[src/rtl/multicycle_controller_if.sv]
// Control bundle between the multicycle MIPS control FSM and its datapath.
// The controller owns every select/enable. The datapath supplies the opcode and the memory handshake.
interface multicycle_controller_if #(
    parameter int RETIRE_W = 16
);
    logic [5:0]          opcode;
    logic                mem_ready;
    logic                pc_write;
    logic                pc_write_cond;
    logic [1:0]          pc_src;
    logic                i_or_d;
    logic                mem_read;
    logic                mem_write;
    logic                ir_write;
    logic                reg_write;
    logic                reg_dst;
    logic                mem_to_reg;
    logic                alu_src_a;
    logic [1:0]          alu_src_b;
    logic [1:0]          alu_ctrl;
    logic                illegal_op;
    logic [RETIRE_W-1:0] retired;
    logic [3:0]          state;

    modport master (
        input  opcode, mem_ready,
        output pc_write, pc_write_cond, pc_src, i_or_d, mem_read, mem_write,
               ir_write, reg_write, reg_dst, mem_to_reg, alu_src_a, alu_src_b,
               alu_ctrl, illegal_op, retired, state
    );

    modport slave (
        output opcode, mem_ready,
        input  pc_write, pc_write_cond, pc_src, i_or_d, mem_read, mem_write,
               ir_write, reg_write, reg_dst, mem_to_reg, alu_src_a, alu_src_b,
               alu_ctrl, illegal_op, retired, state
    );
endinterface

[src/rtl/multicycle_controller.sv]
// Main control FSM of the multicycle MIPS datapath.
// Sequences fetch/decode/execute/memory/write-back and stalls on the shared memory handshake.
module multicycle_controller #(
    parameter int RETIRE_W = 16
) (
    input  logic                    clk,
    input  logic                    rst,
    multicycle_controller_if.master bus
);
    localparam logic [5:0] OP_R    = 6'b000000;
    localparam logic [5:0] OP_LW   = 6'b100011;
    localparam logic [5:0] OP_SW   = 6'b101011;
    localparam logic [5:0] OP_BEQ  = 6'b000100;
    localparam logic [5:0] OP_J    = 6'b000010;
    localparam logic [5:0] OP_ADDI = 6'b001000;

    localparam logic [1:0] ALU_CTRL_MTYPE = 2'b00;
    localparam logic [1:0] ALU_CTRL_BTYPE = 2'b01;
    localparam logic [1:0] ALU_CTRL_RTYPE = 2'b10;
    localparam logic [1:0] ALU_CTRL_JTYPE = 2'b11;

    typedef enum logic [3:0] {
        S_FETCH     = 4'd0,
        S_DECODE    = 4'd1,
        S_MEM_ADDR  = 4'd2,
        S_MEM_READ  = 4'd3,
        S_MEM_WB    = 4'd4,
        S_MEM_WRITE = 4'd5,
        S_EXECUTE   = 4'd6,
        S_R_WB      = 4'd7,
        S_BRANCH    = 4'd8,
        S_JUMP      = 4'd9,
        S_ADDI_EXEC = 4'd10,
        S_ADDI_WB   = 4'd11
    } state_t;

    // Per-state Moore decode. fetch_gate marks the two FETCH enables that
    // must additionally wait for mem_ready.
    typedef struct packed {
        logic       fetch_gate;
        logic       pc_write;
        logic       pc_write_cond;
        logic [1:0] pc_src;
        logic       i_or_d;
        logic       mem_read;
        logic       mem_write;
        logic       reg_write;
        logic       reg_dst;
        logic       mem_to_reg;
        logic       alu_src_a;
        logic [1:0] alu_src_b;
        logic [1:0] alu_ctrl;
    } ctrl_t;

    function automatic ctrl_t decode(input state_t s);
        ctrl_t c;
        c          = '0;
        c.alu_ctrl = ALU_CTRL_JTYPE;
        case (s)
            S_FETCH: begin
                c.mem_read   = 1'b1;
                c.alu_src_b  = 2'b01;
                c.alu_ctrl   = ALU_CTRL_MTYPE;
                c.fetch_gate = 1'b1;
            end
            S_DECODE: begin
                c.alu_src_b = 2'b11;
                c.alu_ctrl  = ALU_CTRL_MTYPE;
            end
            S_MEM_ADDR, S_ADDI_EXEC: begin
                c.alu_src_a = 1'b1;
                c.alu_src_b = 2'b10;
                c.alu_ctrl  = ALU_CTRL_MTYPE;
            end
            S_MEM_READ: begin
                c.mem_read = 1'b1;
                c.i_or_d   = 1'b1;
            end
            S_MEM_WB: begin
                c.reg_write  = 1'b1;
                c.mem_to_reg = 1'b1;
            end
            S_MEM_WRITE: begin
                c.mem_write = 1'b1;
                c.i_or_d    = 1'b1;
            end
            S_EXECUTE: begin
                c.alu_src_a = 1'b1;
                c.alu_ctrl  = ALU_CTRL_RTYPE;
            end
            S_R_WB: begin
                c.reg_write = 1'b1;
                c.reg_dst   = 1'b1;
            end
            S_BRANCH: begin
                c.alu_src_a     = 1'b1;
                c.alu_ctrl      = ALU_CTRL_BTYPE;
                c.pc_write_cond = 1'b1;
                c.pc_src        = 2'b01;
            end
            S_JUMP: begin
                c.pc_write = 1'b1;
                c.pc_src   = 2'b10;
            end
            S_ADDI_WB: begin
                c.reg_write = 1'b1;
            end
            default: begin
                c = '0;
                c.alu_ctrl = ALU_CTRL_JTYPE;
            end
        endcase
        return c;
    endfunction

    state_t              state_reg;
    state_t              state_next;
    ctrl_t               ctrl_reg;
    logic [RETIRE_W-1:0] retired_reg;
    logic                retire_next;
    logic                op_legal;

    always_comb begin
        op_legal = bus.opcode inside {OP_R, OP_LW, OP_SW, OP_BEQ, OP_J, OP_ADDI};
    end

    // retire_next flags the instruction-completing transitions back to FETCH.
    always_comb begin
        state_next  = state_reg;
        retire_next = 1'b0;
        case (state_reg)
            S_FETCH: begin
                if (bus.mem_ready) state_next = S_DECODE;
            end
            S_DECODE: begin
                case (bus.opcode)
                    OP_LW, OP_SW: state_next = S_MEM_ADDR;
                    OP_R:         state_next = S_EXECUTE;
                    OP_BEQ:       state_next = S_BRANCH;
                    OP_J:         state_next = S_JUMP;
                    OP_ADDI:      state_next = S_ADDI_EXEC;
                    default:      state_next = S_FETCH;
                endcase
            end
            S_MEM_ADDR: begin
                state_next = (bus.opcode == OP_SW) ? S_MEM_WRITE : S_MEM_READ;
            end
            S_MEM_READ: begin
                if (bus.mem_ready) state_next = S_MEM_WB;
            end
            S_MEM_WRITE: begin
                if (bus.mem_ready) begin
                    state_next  = S_FETCH;
                    retire_next = 1'b1;
                end
            end
            S_EXECUTE:   state_next = S_R_WB;
            S_ADDI_EXEC: state_next = S_ADDI_WB;
            S_MEM_WB, S_R_WB, S_BRANCH, S_JUMP, S_ADDI_WB: begin
                state_next  = S_FETCH;
                retire_next = 1'b1;
            end
            default:     state_next = S_FETCH;
        endcase
    end

    // The decode is registered alongside the state, so ctrl_reg always equals
    // decode(state_reg) without a decode path behind the state flops.
    always_ff @(posedge clk) begin
        if (!rst) begin
            state_reg   <= S_FETCH;
            ctrl_reg    <= decode(S_FETCH);
            retired_reg <= '0;
        end else begin
            state_reg <= state_next;
            ctrl_reg  <= decode(state_next);
            if (retire_next) retired_reg <= retired_reg + RETIRE_W'(1);
        end
    end

    // Enables are masked during reset so an abandoned instruction cannot write.
    assign bus.pc_write      = rst & (ctrl_reg.pc_write | (ctrl_reg.fetch_gate & bus.mem_ready));
    assign bus.ir_write      = rst & ctrl_reg.fetch_gate & bus.mem_ready;
    assign bus.pc_write_cond = rst & ctrl_reg.pc_write_cond;
    assign bus.mem_read      = rst & ctrl_reg.mem_read;
    assign bus.mem_write     = rst & ctrl_reg.mem_write;
    assign bus.reg_write     = rst & ctrl_reg.reg_write;
    assign bus.illegal_op    = rst & (state_reg == S_DECODE) & ~op_legal;

    assign bus.pc_src     = ctrl_reg.pc_src;
    assign bus.i_or_d     = ctrl_reg.i_or_d;
    assign bus.reg_dst    = ctrl_reg.reg_dst;
    assign bus.mem_to_reg = ctrl_reg.mem_to_reg;
    assign bus.alu_src_a  = ctrl_reg.alu_src_a;
    assign bus.alu_src_b  = ctrl_reg.alu_src_b;
    assign bus.alu_ctrl   = ctrl_reg.alu_ctrl;
    assign bus.retired    = retired_reg;
    assign bus.state      = state_reg;
endmodule
[src/flat_wrapper.sv]
// flat-port wrapper written by rule: the top's interface ports become plain ports
module multicycle_controller_flat 
#(
    parameter int RETIRE_W = 16
)
  (clk, rst, bus_opcode, bus_mem_ready, bus_pc_write, bus_pc_write_cond, bus_pc_src, bus_i_or_d, bus_mem_read, bus_mem_write, bus_ir_write, bus_reg_write, bus_reg_dst, bus_mem_to_reg, bus_alu_src_a, bus_alu_src_b, bus_alu_ctrl, bus_illegal_op, bus_retired, bus_state);
  multicycle_controller_if #(.RETIRE_W(RETIRE_W)) bus_i ();
  input  logic clk;
  input  logic rst;
  input wire logic [$bits(bus_i.opcode)-1:0] bus_opcode;
  input wire logic [$bits(bus_i.mem_ready)-1:0] bus_mem_ready;
  output wire logic [$bits(bus_i.pc_write)-1:0] bus_pc_write;
  output wire logic [$bits(bus_i.pc_write_cond)-1:0] bus_pc_write_cond;
  output wire logic [$bits(bus_i.pc_src)-1:0] bus_pc_src;
  output wire logic [$bits(bus_i.i_or_d)-1:0] bus_i_or_d;
  output wire logic [$bits(bus_i.mem_read)-1:0] bus_mem_read;
  output wire logic [$bits(bus_i.mem_write)-1:0] bus_mem_write;
  output wire logic [$bits(bus_i.ir_write)-1:0] bus_ir_write;
  output wire logic [$bits(bus_i.reg_write)-1:0] bus_reg_write;
  output wire logic [$bits(bus_i.reg_dst)-1:0] bus_reg_dst;
  output wire logic [$bits(bus_i.mem_to_reg)-1:0] bus_mem_to_reg;
  output wire logic [$bits(bus_i.alu_src_a)-1:0] bus_alu_src_a;
  output wire logic [$bits(bus_i.alu_src_b)-1:0] bus_alu_src_b;
  output wire logic [$bits(bus_i.alu_ctrl)-1:0] bus_alu_ctrl;
  output wire logic [$bits(bus_i.illegal_op)-1:0] bus_illegal_op;
  output wire logic [$bits(bus_i.retired)-1:0] bus_retired;
  output wire logic [$bits(bus_i.state)-1:0] bus_state;
  assign bus_i.opcode = bus_opcode;
  assign bus_i.mem_ready = bus_mem_ready;
  assign bus_pc_write = bus_i.pc_write;
  assign bus_pc_write_cond = bus_i.pc_write_cond;
  assign bus_pc_src = bus_i.pc_src;
  assign bus_i_or_d = bus_i.i_or_d;
  assign bus_mem_read = bus_i.mem_read;
  assign bus_mem_write = bus_i.mem_write;
  assign bus_ir_write = bus_i.ir_write;
  assign bus_reg_write = bus_i.reg_write;
  assign bus_reg_dst = bus_i.reg_dst;
  assign bus_mem_to_reg = bus_i.mem_to_reg;
  assign bus_alu_src_a = bus_i.alu_src_a;
  assign bus_alu_src_b = bus_i.alu_src_b;
  assign bus_alu_ctrl = bus_i.alu_ctrl;
  assign bus_illegal_op = bus_i.illegal_op;
  assign bus_retired = bus_i.retired;
  assign bus_state = bus_i.state;
  multicycle_controller #(.RETIRE_W(RETIRE_W)) u_core (.clk(clk), .rst(rst), .bus(bus_i));
endmodule
[config.mk]
export PLATFORM = sky130hd
export DESIGN_NAME = multicycle_controller_flat
export DESIGN_NICKNAME = d
export VERILOG_FILES = /design/src/rtl/multicycle_controller_if.sv /design/src/rtl/multicycle_controller.sv /design/src/flat_wrapper.sv
export SDC_FILE = /design/constraint.sdc
export NUM_CORES = 1
export LEC_CHECK = 0
export CORE_ASPECT_RATIO = 1.75
export CORE_UTILIZATION = 45
export CTS_CLUSTER_SIZE = 16
export DETAILED_ROUTE_END_ITERATION = 6
export PLACE_DENSITY = 0.79
export SYNTH_ARGS = -nofsm -noshare
export SYNTH_HDL_FRONTEND = slang
export SYNTH_SLANG_ARGS = --single-unit
[constraint.sdc]
create_clock -name clk -period 1.9 [get_ports clk]
set_input_delay 0.19 -clock clk [delete_from_list [all_inputs] [get_ports clk]]
set_output_delay 0.19 -clock clk [all_outputs]
set_load 0.01 [all_outputs]
==> results of run 1 <==
-- final timing paths --
kind	startpoint	to	cells after the start
max reg2reg	u_core.bus.state[0]	u_core.bus.i_or_d	7
min	u_core.bus.retired[1]	u_core.bus.retired[1]	2
min reg2reg	u_core.bus.retired[1]	u_core.bus.retired[1]	2
max	bus_opcode[0]	u_core.bus.alu_ctrl[1]	6
-- logic make-up after synthesis --
logic type	count (synthesis)	share of synthesized area (%)
xor+xnor	15	7.02
fa+ha+maj	1	0.669
simple gates	106	32.8
buf+inv	24	6.69
compound gates	38	16.5
flops	34	36.4
-- cell usage in the layout (no fill, tap or decap), types with 2 or more instances in the layout --
cell and instances:
nor4b_1 3, buf_4 29, nor2b_1 5, dlygate4sd2_1 3, and2_1 5, o211ai_1 4
nand3b_1 2, o21ai_0 6, dlymetal6s2s_1 2, clkdlybuf4s50_1 39, nor2_1 25, or3b_2 3
and4_1 3, nor3_1 9, inv_1 6, nand4_1 5, nor4b_2 2, dfxtp_1 33
nor3b_1 3, nor4_2 2, a21oi_1 7, xnor2_1 14, nand2b_1 2, clkbuf_8 6
and3_1 3, nand2_1 15, o21ai_1 2, nand3_1 5, o211a_1 3, a31oi_4 2
nor3_2 2
-- synth_stat cells, types with 2 or more instances --
library cell  number
nor4_1             3
nand4_1            5
and2_1             5
and3_1             3
a21oi_1            7
o21ai_0            7
clkbuf_1           7
nand3b_1           2
nor2b_1            5
and4_1             3
nor3b_1            3
nand3_1            6
o211ai_1           4
o211a_1            3
or3b_2             3
nor4b_1            5
buf_2              4
nor3_1            11
dfxtp_1           34
buf_4              6
nand2_1           15
inv_1              6
a31oi_1            2
xnor2_1           14
nand2b_1           2
nor2_1            25
-- metrics by stage --
stage,hold WS [ns],utilization [%],setup slack [ns]
detailed placement,0.520,63.3,-0.367
global route,0.552,67.8,0.0111
global placement,0.503,63.3,-0.319
CTS,0.536,66.0,0.00601
floorplan,0.333,-,0.176
finish,0.526,67.8,0.0657
-- worst max-delay path, delay by kind of cell --
kind / cells / cell delay [ns]
AO/OA/AOI/OAI: 4 / 1.01
AND/OR/NAND/NOR: 1 / 0.12
buffers and inverters: 1 / 0.67
-- what timing repair did --
action,in CTS,in global routing
pin swaps,5,4
setup buffers,0,1
gates resized for setup,9,12
setup endpoints to repair,6,15
-- final cells by class --
cell class,count,area (µm²),share of cell area (%)
repair buffers,75,681,25.5
clock buffers,7,86.3,3.23
flip-flops and latches,34,682,25.5
clock inverters,1,5.00,0.187
multi-input cells,160,1130,42.5
well taps,48,60.1,2.25
inverters,6,22.5,0.843
-- metal layers --
metal / routed length, µm / up-vias
met3: 150 / 14
met1: 1840 / 847
met4: 138 / 0
met2: 2480 / 63
li1: - / 901
met5: 0 / -
-- where the power goes --
group          leakage (nW)  switching (mW)  internal, mW  total, mW
combinational         0.682          0.0931        0.0942      0.187
sequential            0.276         0.00497         0.723      0.728
clock                0.0482           0.242         0.292      0.534
total                  1.01           0.341          1.11       1.45
==> flow_results.xml, run 1 <==
<?xml version="1.0" encoding="UTF-8"?>
<metrics>
  <group name="die">
    <metric name="total_die_area" unit="µm²">4430</metric>
    <metric name="pin_count" unit="">46</metric>
    <metric name="die_height" unit="µm">87.3</metric>
    <metric name="die_w" unit="µm">50.7</metric>
    <metric name="start_util" unit="%">47.5</metric>
    <metric name="std_cell_rows" unit="">30</metric>
    <metric name="fp.coreArea" unit="µm²">3940</metric>
  </group>
  <group name="pwr">
    <metric name="vdd_ir_drop_max" unit="mV">0.520</metric>
    <metric name="leakage_power" unit="nW">1.01</metric>
    <metric name="power_density" unit="nW/µm²">543</metric>
    <metric name="totalPowerFinal" unit="mW">1.45</metric>
  </group>
  <group name="critical_path">
    <metric name="critPathMaxFanout" unit="">9</metric>
    <metric name="worst_path_cell_with_the_longest_stage_delay" unit="">clkdlybuf4s50_1</metric>
    <metric name="worstSetupStartpointType" unit="">input port</metric>
    <metric name="slack_of_the_worst_reg_to_reg_path" unit="ns">0.07</metric>
    <metric name="cp_cell_sequence" unit="">clkdlybuf4s50_1, nor2b_1, a311o_1, a31oi_4, o21ai_4, o211a_1</metric>
    <metric name="timing.critical_path.to_type" unit="">register</metric>
    <metric name="critPathRequiredTime" unit="ns">2.07</metric>
    <metric name="worstSetupPathType" unit="">input port to register</metric>
    <metric name="critical-path-max-stage-delay" unit="ns">0.67</metric>
    <metric name="worstPathArrival" unit="ns">2.00</metric>
  </group>
  <group name="timing">
    <metric name="post-route-period-util" unit="%">96.5</metric>
    <metric name="timing.clock.skew" unit="ns">0.00885</metric>
    <metric name="timing.final.hold_violations" unit="">0</metric>
    <metric name="grt_setup_unrepaired" unit="">false</metric>
    <metric name="achievable-frequency" unit="MHz">545</metric>
    <metric name="tightest_slew" unit="ns">0.389</metric>
    <metric name="finalCriticalPeriod" unit="ns">1.83</metric>
    <metric name="setup-tns-final" unit="ns">0</metric>
    <metric name="final-max-slew-violation-count" unit="">0</metric>
    <metric name="setup_viol" unit="">0</metric>
    <metric name="worst_slew_margin_rel" unit="%">73.8</metric>
  </group>
  <group name="global_route">
    <metric name="global_route.usage.total" unit="%">22.1</metric>
    <metric name="global_route.usage.met1" unit="%">24.5</metric>
    <metric name="grt.met3_usage" unit="%">2.97</metric>
    <metric name="grt_pass1_vias" unit="">1666</metric>
    <metric name="overflow" unit="">0</metric>
    <metric name="grt_antenna_before_repair" unit="">0</metric>
    <metric name="grt_start_max_net_pins" unit="">22</metric>
    <metric name="most_crowded_layer_after_global_routing" unit="">met2</metric>
    <metric name="use_met2" unit="%">39.4</metric>
    <metric name="grt_first_pass_wirelength" unit="mm">7.45</metric>
  </group>
  <group name="placement">
    <metric name="post_dp_cell_area" unit="µm²">2500</metric>
    <metric name="place_hpwl" unit="mm">3.45</metric>
    <metric name="placed_cells_incl_taps" unit="">322</metric>
    <metric name="port_buffers" unit="">45</metric>
    <metric name="gp_congestion" unit="">0.914</metric>
  </group>
  <group name="cells_and_area">
    <metric name="syn2layout_area_growth" unit="%">42.8</metric>
    <metric name="antenna-diode-count" unit="">0</metric>
    <metric name="finalInstanceArea" unit="µm²">2670</metric>
    <metric name="fillerInstances" unit="">338</metric>
    <metric name="largest_register_ffs" unit="">16</metric>
    <metric name="finish.cell_count_without_fillers" unit="">331</metric>
    <metric name="drive_gt1_share" unit="%">21.6</metric>
    <metric name="fin_nets" unit="">292</metric>
  </group>
  <group name="synthesis">
    <metric name="syn_area_per_cell" unit="µm²">8.58</metric>
    <metric name="synth_edf_count" unit="">0</metric>
    <metric name="synth_largest_type_area_fraction" unit="%">36.4</metric>
    <metric name="asyncSetResetFlopFracSynth" unit="%">0</metric>
    <metric name="synth.lib_cells_used.distinct" unit="">54</metric>
    <metric name="mappedNetlistArea" unit="µm²">1870</metric>
    <metric name="synth_seq_area_share" unit="%">36.4</metric>
    <metric name="synth_largest_area_cell" unit="">dfxtp_1</metric>
    <metric name="cell_types_occupying_the_most_area_after_synthesis" unit="">dfxtp_1, xnor2_1, nor2_1, nand2_1, nor3_1</metric>
    <metric name="synth_seq_cells" unit="">34</metric>
    <metric name="post_synth_inst_count" unit="">218</metric>
    <metric name="postSynthNetCount" unit="">228</metric>
    <metric name="synth-main-ff-cell" unit="">dfxtp_1</metric>
    <metric name="synth.yosys.warnings" unit="">0</metric>
  </group>
  <group name="cts">
    <metric name="tritoncts" unit="">done</metric>
    <metric name="clock_tree.root_cell" unit="">clkbuf_8</metric>
    <metric name="hold_buffers" unit="">0</metric>
    <metric name="clock_insertion_delay_worst_skew" unit="ns">0.28</metric>
    <metric name="cts_htree_levels" unit="">2</metric>
    <metric name="cts.clk_slew.worst_paths" unit="ns">0.07</metric>
    <metric name="tritoncts.num_buffers" unit="">5</metric>
    <metric name="clock_tree.buffer_depth" unit="">2</metric>
    <metric name="tritoncts_num_sinks" unit="">34</metric>
  </group>
  <group name="routing">
    <metric name="routed_via_density" unit="">5.51</metric>
    <metric name="drt.antenna.violating_nets" unit="">0</metric>
    <metric name="route.detailed.wl_per_inst" unit="µm">13.9</metric>
    <metric name="drt_pass1_iterations" unit="">4</metric>
    <metric name="routed_wl" unit="mm">4.61</metric>
    <metric name="dr.first_iter.drc_count" unit="">52</metric>
    <metric name="vias" unit="">1825</metric>
    <metric name="drc" unit="">0</metric>
  </group>
  <group name="status">
    <metric name="status" unit="">complete, no violations</metric>
  </group>
  <group name="min_path">
    <metric name="worstHoldPathType" unit="">register to register</metric>
  </group>
  <group name="run">
    <metric name="max-cap-violations" unit="">0</metric>
  </group>
</metrics>
No activity file was read; power rests on OpenSTA's default activity.
==> run 2: changes to the inputs <==
- CORE_UTILIZATION: 45 -> 38
- PLACE_DENSITY: 0.79 -> 0.69
==> run 2 against run 1 <==
  * Clock power grew 3%
  * Sequential power about the same
  * Maximum frequency down 0.50%
  * Non-clock buffer count is 1 higher
  * Final cell count grew 1.5%
  * Highest routed layer unchanged
  * Largest cell class unchanged
==> flow_results.xml, run 2 (synthesis gave the netlist of run 1 again) <==
<?xml version="1.0" encoding="UTF-8"?>
<metrics>
  <group name="routing">
    <metric name="drt_pass1_iterations" unit="">4</metric>
    <metric name="drt.antenna.violating_nets" unit="">0</metric>
    <metric name="vias" unit="">1785</metric>
    <metric name="drc" unit="">0</metric>
    <metric name="routed_wl" unit="mm">4.65</metric>
    <metric name="dr.first_iter.drc_count" unit="">41</metric>
    <metric name="route.detailed.wl_per_inst" unit="µm">13.8</metric>
    <metric name="routed_via_density" unit="">5.31</metric>
  </group>
  <group name="critical_path">
    <metric name="critPathRequiredTime" unit="ns">2.06</metric>
    <metric name="timing.reg2reg.worst_path_depth" unit="">7</metric>
    <metric name="worstSetupPathType" unit="">input port to register</metric>
    <metric name="critPathMaxFanout" unit="">5</metric>
    <metric name="worstSetupStartpointType" unit="">input port</metric>
    <metric name="worstPathArrival" unit="ns">2.00</metric>
    <metric name="timing.critical_path.to_type" unit="">register</metric>
  </group>
  <group name="global_route">
    <metric name="grt_first_pass_wirelength" unit="mm">7.56</metric>
    <metric name="grt_start_max_net_pins" unit="">22</metric>
    <metric name="global_route.usage.met1" unit="%">23.4</metric>
    <metric name="overflow" unit="">0</metric>
    <metric name="most_crowded_layer_after_global_routing" unit="">met2</metric>
    <metric name="global_route.usage.total" unit="%">20.0</metric>
    <metric name="grt_antenna_before_repair" unit="">0</metric>
    <metric name="grt_pass1_vias" unit="">1665</metric>
    <metric name="grt.met3_usage" unit="%">3.38</metric>
    <metric name="use_met2" unit="%">33.7</metric>
  </group>
  <group name="die">
    <metric name="std_cell_rows" unit="">33</metric>
    <metric name="pin_count" unit="">46</metric>
    <metric name="start_util" unit="%">39.7</metric>
    <metric name="die_height" unit="µm">94.8</metric>
    <metric name="die_w" unit="µm">55.0</metric>
    <metric name="fp.coreArea" unit="µm²">4710</metric>
    <metric name="total_die_area" unit="µm²">5220</metric>
  </group>
  <group name="cells_and_area">
    <metric name="largest_register_ffs" unit="">16</metric>
    <metric name="finalInstanceArea" unit="µm²">2660</metric>
    <metric name="drive_gt1_share" unit="%">22.2</metric>
    <metric name="final_cell_mix" unit="">clkdlybuf4s50_1, dfxtp_1, buf_4</metric>
    <metric name="antenna-diode-count" unit="">0</metric>
    <metric name="fin_nets" unit="">293</metric>
    <metric name="syn2layout_area_growth" unit="%">42.3</metric>
    <metric name="layout.cells.most_common" unit="">clkdlybuf4s50_1</metric>
  </group>
  <group name="pwr">
    <metric name="leakage_power" unit="nW">0.995</metric>
    <metric name="p_sw_share" unit="%">24.3</metric>
    <metric name="vdd_ir_drop_max" unit="mV">0.632</metric>
    <metric name="net-switching-power" unit="mW">0.357</metric>
    <metric name="power_frac_comb" unit="%">12.9</metric>
    <metric name="pwr-share-clk" unit="%">37.5</metric>
    <metric name="p_seq_share" unit="%">49.6</metric>
    <metric name="power_density" unit="nW/µm²">551</metric>
    <metric name="p_int" unit="mW">1.11</metric>
  </group>
  <group name="placement">
    <metric name="post_dp_cell_area" unit="µm²">2520</metric>
    <metric name="gp_congestion" unit="">0.852</metric>
    <metric name="place_hpwl" unit="mm">3.53</metric>
    <metric name="port_buffers" unit="">45</metric>
  </group>
  <group name="status">
    <metric name="status" unit="">complete, no violations</metric>
  </group>
  <group name="cts">
    <metric name="tritoncts.num_buffers" unit="">5</metric>
    <metric name="tritoncts" unit="">done</metric>
    <metric name="clock_insertion_delay_worst_skew" unit="ns">0.29</metric>
    <metric name="post-cts-setup-buffer-count" unit="">0</metric>
    <metric name="cts_htree_levels" unit="">2</metric>
    <metric name="clock_tree.root_cell" unit="">clkbuf_8</metric>
    <metric name="tritoncts_num_sinks" unit="">34</metric>
    <metric name="clock_tree.buffer_depth" unit="">2</metric>
    <metric name="cts.clk_slew.worst_paths" unit="ns">0.07</metric>
    <metric name="hold_buffers" unit="">0</metric>
  </group>
  <group name="min_path">
    <metric name="worstHoldPathType" unit="">register to register</metric>
    <metric name="hold_depth" unit="">2</metric>
  </group>
  <group name="timing">
    <metric name="tightest_slew" unit="ns">0.390</metric>
    <metric name="timing.final.hold_violations" unit="">0</metric>
    <metric name="grt_setup_unrepaired" unit="">true</metric>
    <metric name="setup_viol" unit="">0</metric>
    <metric name="finalCriticalPeriod" unit="ns">1.84</metric>
    <metric name="worst_slew_margin_rel" unit="%">73.8</metric>
    <metric name="final-max-slew-violation-count" unit="">0</metric>
    <metric name="post-route-period-util" unit="%">97.0</metric>
    <metric name="timing.clock.skew" unit="ns">0.00670</metric>
    <metric name="timing.hold.ws" unit="ns">0.526</metric>
    <metric name="achievable-frequency" unit="MHz">542</metric>
  </group>
  <group name="run">
    <metric name="max-cap-violations" unit="">0</metric>
  </group>
</metrics>
## run 2: what timing repair did
item,CTS,global route
pin swaps,6,4
setup endpoints to repair,7,11
cloned,0,0
resized for setup,10,10
## run 2: worst max-delay path, stage by stage
cell	delay, ns
clkdlybuf4s50_1	0.52
or4bb_1	0.58
buf_4	0.16
nand2_1	0.12
a31oi_4	0.07
o211ai_4	0.24
a22oi_1	0.12
## run 2: cell type report
cell class / instances / area, µm²
inverters: 6 / 22.5
well taps: 52 / 65.1
clock buffers: 6 / 82.6
repair buffers: 76 / 682
clock inverters: 2 / 12.5
flip-flops and latches: 34 / 682
multi-input cells: 160 / 1120
fillers: 471 / 2040
## run 2: stage by stage
step                worst slack [ns]  util (%)  total power, mW  instances  setup TNS [ns]
finish                        0.0565      56.6             1.47        336               0
global route                 -0.0123      56.6             1.53        336         -0.0123
CTS                          0.00446      55.6             1.48        336               0
detailed placement            -0.371      53.5            0.928        328           -4.97
global placement              -0.318      53.5            0.925        328           -4.43
floorplan                      0.176         -            0.843        218               0
## run 2: per-layer routing
layer	vias to the layer above	share of wire (%)
met4	0	2.9
li1	903	-
met2	45	53
met5	-	0
met1	826	41
met3	11	3.1
## run 2: final timing paths
kind,startpoint,endpoint,slack (ns)
setup reg to reg,u_core.bus.state[2],u_core.ctrl_reg[7],0.08
hold / removal,u_core.bus.retired[1],u_core.bus.retired[1],0.53
hold reg to reg,u_core.bus.retired[1],u_core.bus.retired[1],0.53
setup / recovery,bus_mem_ready,u_core.ctrl_reg[7],0.06
## run 2: power by group through the flow
stage | logic [mW] | registers (mW) | clock network, mW
2_1_floorplan | 0.0987 | 0.745 | 0
3_3_place_gp | 0.181 | 0.744 | 0
3_5_place_dp | 0.184 | 0.744 | 0
4_1_cts | 0.184 | 0.728 | 0.566
5_1_grt | 0.205 | 0.729 | 0.600
6_report | 0.189 | 0.728 | 0.550
==> run 3: changes to the inputs <==
- CORE_UTILIZATION: 38 -> 49
- PLACE_DENSITY: 0.69 -> 0.84
==> run 3 against run 2 <==
  * Register-to-register slack hardly changed
  * Combinational power is 3% higher
  * Sequential power hardly changed
  * Non-clock buffer count is 3 higher
  * First-iteration DRC count is 27% lower
  * Utilization is 17 points higher
  * Cell area is 0.56% higher
  * Via count is 3.6% higher
  * Critical endpoint is now u_core.bus.i_or_d
  * Largest cell class unchanged
  * Highest routed layer unchanged
==> flow_results.xml, run 3 (synthesis gave the netlist of run 1 again) <==
<?xml version="1.0" encoding="UTF-8"?>
<metrics>
  <group name="cts">
    <metric name="hold_buffers" unit="">0</metric>
    <metric name="clock_insertion_delay_worst_skew" unit="ns">0.29</metric>
    <metric name="clock_tree.buffer_depth" unit="">2</metric>
    <metric name="cts_htree_levels" unit="">2</metric>
    <metric name="tritoncts_num_sinks" unit="">34</metric>
    <metric name="cts.clk_slew.worst_paths" unit="ns">0.06</metric>
    <metric name="tritoncts" unit="">done</metric>
    <metric name="tritoncts.num_buffers" unit="">5</metric>
    <metric name="clock_tree.root_cell" unit="">clkbuf_8</metric>
  </group>
  <group name="die">
    <metric name="fp.coreArea" unit="µm²">3630</metric>
    <metric name="start_util" unit="%">51.6</metric>
    <metric name="die_height" unit="µm">83.7</metric>
    <metric name="pin_count" unit="">46</metric>
    <metric name="total_die_area" unit="µm²">4080</metric>
    <metric name="die_w" unit="µm">48.7</metric>
    <metric name="std_cell_rows" unit="">29</metric>
  </group>
  <group name="critical_path">
    <metric name="critPathMaxFanout" unit="">7</metric>
    <metric name="critical-path-max-stage-delay" unit="ns">0.49</metric>
    <metric name="slack_of_the_worst_reg_to_reg_path" unit="ns">0.07</metric>
    <metric name="timing.reg2reg.worst_path_depth" unit="">5</metric>
    <metric name="critPathRequiredTime" unit="ns">2.06</metric>
    <metric name="worstSetupPathType" unit="">input port to register</metric>
    <metric name="r2r_end" unit="">u_core.bus.i_or_d</metric>
    <metric name="worstPathArrival" unit="ns">2.00</metric>
    <metric name="worstSetupStartpointType" unit="">input port</metric>
    <metric name="critical_path_depth" unit="">8</metric>
    <metric name="cp_cell_sequence" unit="">clkdlybuf4s50_1, buf_4, buf_4, nand4b_1, a31oi_4, or3_1, nand2_2, o32ai_2</metric>
    <metric name="worst_path_cell_with_the_longest_stage_delay" unit="">clkdlybuf4s50_1</metric>
    <metric name="critPathBufInv" unit="">3</metric>
    <metric name="reg2reg_from" unit="">u_core.bus.state[3]</metric>
    <metric name="cpMostUsedCell" unit="">buf_4</metric>
    <metric name="critPathTopFamily" unit="">buffers and inverters</metric>
    <metric name="timing.critical_path.to_type" unit="">register</metric>
  </group>
  <group name="run">
    <metric name="max-cap-violations" unit="">0</metric>
  </group>
  <group name="cells_and_area">
    <metric name="drive_gt1_share" unit="%">22.4</metric>
    <metric name="finalInstanceArea" unit="µm²">2680</metric>
    <metric name="final_cell_mix" unit="">clkdlybuf4s50_1, buf_4, dfxtp_1</metric>
    <metric name="largest_register_ffs" unit="">16</metric>
    <metric name="antenna-diode-count" unit="">0</metric>
    <metric name="syn2layout_area_growth" unit="%">43.1</metric>
    <metric name="layout.cells.most_common" unit="">clkdlybuf4s50_1</metric>
    <metric name="fin_nets" unit="">296</metric>
  </group>
  <group name="placement">
    <metric name="place_hpwl" unit="mm">3.42</metric>
    <metric name="post_dp_cell_area" unit="µm²">2520</metric>
    <metric name="port_buffers" unit="">45</metric>
    <metric name="gp_congestion" unit="">0.915</metric>
    <metric name="dp_worst_setup_slack" unit="ns">-0.375</metric>
  </group>
  <group name="min_path">
    <metric name="worstHoldPathType" unit="">register to register</metric>
    <metric name="hold_depth" unit="">2</metric>
    <metric name="timing.hold.worst_endpoint" unit="">u_core.bus.retired[1]</metric>
    <metric name="hp-start" unit="">u_core.bus.retired[1]</metric>
  </group>
  <group name="timing">
    <metric name="timing.final.ws_setup" unit="ns">0.0633</metric>
    <metric name="timing.hold.ws" unit="ns">0.513</metric>
    <metric name="setup_viol" unit="">0</metric>
    <metric name="finalCriticalPeriod" unit="ns">1.84</metric>
    <metric name="timing.clock.skew" unit="ns">0.00220</metric>
    <metric name="timing.final.hold_violations" unit="">0</metric>
    <metric name="tightest_slew" unit="ns">0.360</metric>
    <metric name="post-route-period-util" unit="%">96.7</metric>
    <metric name="grt_setup_unrepaired" unit="">true</metric>
    <metric name="achievable-frequency" unit="MHz">544</metric>
    <metric name="final-max-slew-violation-count" unit="">0</metric>
    <metric name="worst_slew_margin_rel" unit="%">75.7</metric>
  </group>
  <group name="global_route">
    <metric name="grt_first_pass_wirelength" unit="mm">7.82</metric>
    <metric name="most_crowded_layer_after_global_routing" unit="">met2</metric>
    <metric name="grt_start_max_net_pins" unit="">19</metric>
    <metric name="overflow" unit="">0</metric>
    <metric name="global_route.usage.total" unit="%">24.7</metric>
    <metric name="grt_antenna_before_repair" unit="">0</metric>
    <metric name="use_met2" unit="%">43.6</metric>
    <metric name="grt.met3_usage" unit="%">4.37</metric>
    <metric name="grt_pass1_vias" unit="">1764</metric>
    <metric name="global_route.usage.met1" unit="%">26.3</metric>
  </group>
  <group name="routing">
    <metric name="vias" unit="">1850</metric>
    <metric name="routed_wl" unit="mm">4.79</metric>
    <metric name="routed_via_density" unit="">5.57</metric>
    <metric name="drc" unit="">0</metric>
    <metric name="drt_pass1_iterations" unit="">4</metric>
    <metric name="route.detailed.wl_per_inst" unit="µm">14.4</metric>
    <metric name="drt.antenna.violating_nets" unit="">0</metric>
    <metric name="dr.first_iter.drc_count" unit="">30</metric>
  </group>
  <group name="pwr">
    <metric name="p_sw_share" unit="%">24.1</metric>
    <metric name="net-switching-power" unit="mW">0.341</metric>
    <metric name="p_seq_share" unit="%">51.4</metric>
    <metric name="vdd_ir_drop_max" unit="mV">0.561</metric>
    <metric name="leakage_power" unit="nW">1.02</metric>
    <metric name="power_density" unit="nW/µm²">529</metric>
    <metric name="pwr-share-clk" unit="%">34.8</metric>
    <metric name="p_int" unit="mW">1.08</metric>
    <metric name="power_frac_comb" unit="%">13.8</metric>
  </group>
  <group name="status">
    <metric name="status" unit="">complete, no violations</metric>
  </group>
</metrics>
-- run 3: area by class of cell --
type                            instances  area [µm²]
Inverter                                6        22.5
Sequential cell                        34         682
Clock buffer                            7        76.3
Multi-Input combinational cell        160        1130
Tap cell                               46        57.6
Timing Repair Buffer                   79         707
Fill cell                             271         951
-- run 3: per-layer routing --
layer,part of all wire (%),vias up
met5,0,-
met4,2.5,0
met3,3.7,9
met2,55,54
met1,39,878
li1,-,909
-- run 3: how the worst max path moves through the flow --
stage                         from  slack [ns]                 end
3_5_place_dp         bus_opcode[3]       -0.37  u_core.ctrl_reg[7]
6_report             bus_mem_ready        0.06   u_core.bus.i_or_d
2_1_floorplan  u_core.bus.state[3]        0.18  u_core.ctrl_reg[7]
3_3_place_gp         bus_opcode[3]       -0.32  u_core.ctrl_reg[7]
4_1_cts              bus_opcode[3]       0.008  u_core.ctrl_reg[7]
5_1_grt        u_core.bus.state[3]       -0.03  u_core.ctrl_reg[7]
-- run 3: what timing repair did --
action / CTS / global route
pin swaps: 5 / 6
endpoints found under the setup margin: 7 / 12
cloned: 0 / 0
setup buffers: 0 / 1
resized for setup: 10 / 11
-- run 3: worst register-to-register path, stage by stage, from the launching register on --
cell	delay [ns]
dfxtp_1	0.32
or4b_4	0.58
nor4_2	0.34
or3_1	0.22
nand2_2	0.13
o32ai_2	0.15
-- run 3: stage by stage --
stage	util (%)	power, mW	instances	setup TNS [ns]
after CTS	72.6	1.42	331	0
after detailed placement	69.6	0.931	324	-6.24
final	73.8	1.42	332	0
after global placement	69.6	0.927	324	-5.41
after global routing	73.8	1.48	332	-0.0627
after floorplan	-	0.843	218	0
-- run 3: power by group through the flow --
stage | Combinational (mW) | Sequential [mW] | Clock [mW]
floorplan | 0.0987 | 0.745 | 0
global placement | 0.184 | 0.743 | 0
detailed placement | 0.188 | 0.743 | 0
CTS | 0.193 | 0.727 | 0.499
global route | 0.210 | 0.728 | 0.537
finish | 0.195 | 0.728 | 0.493
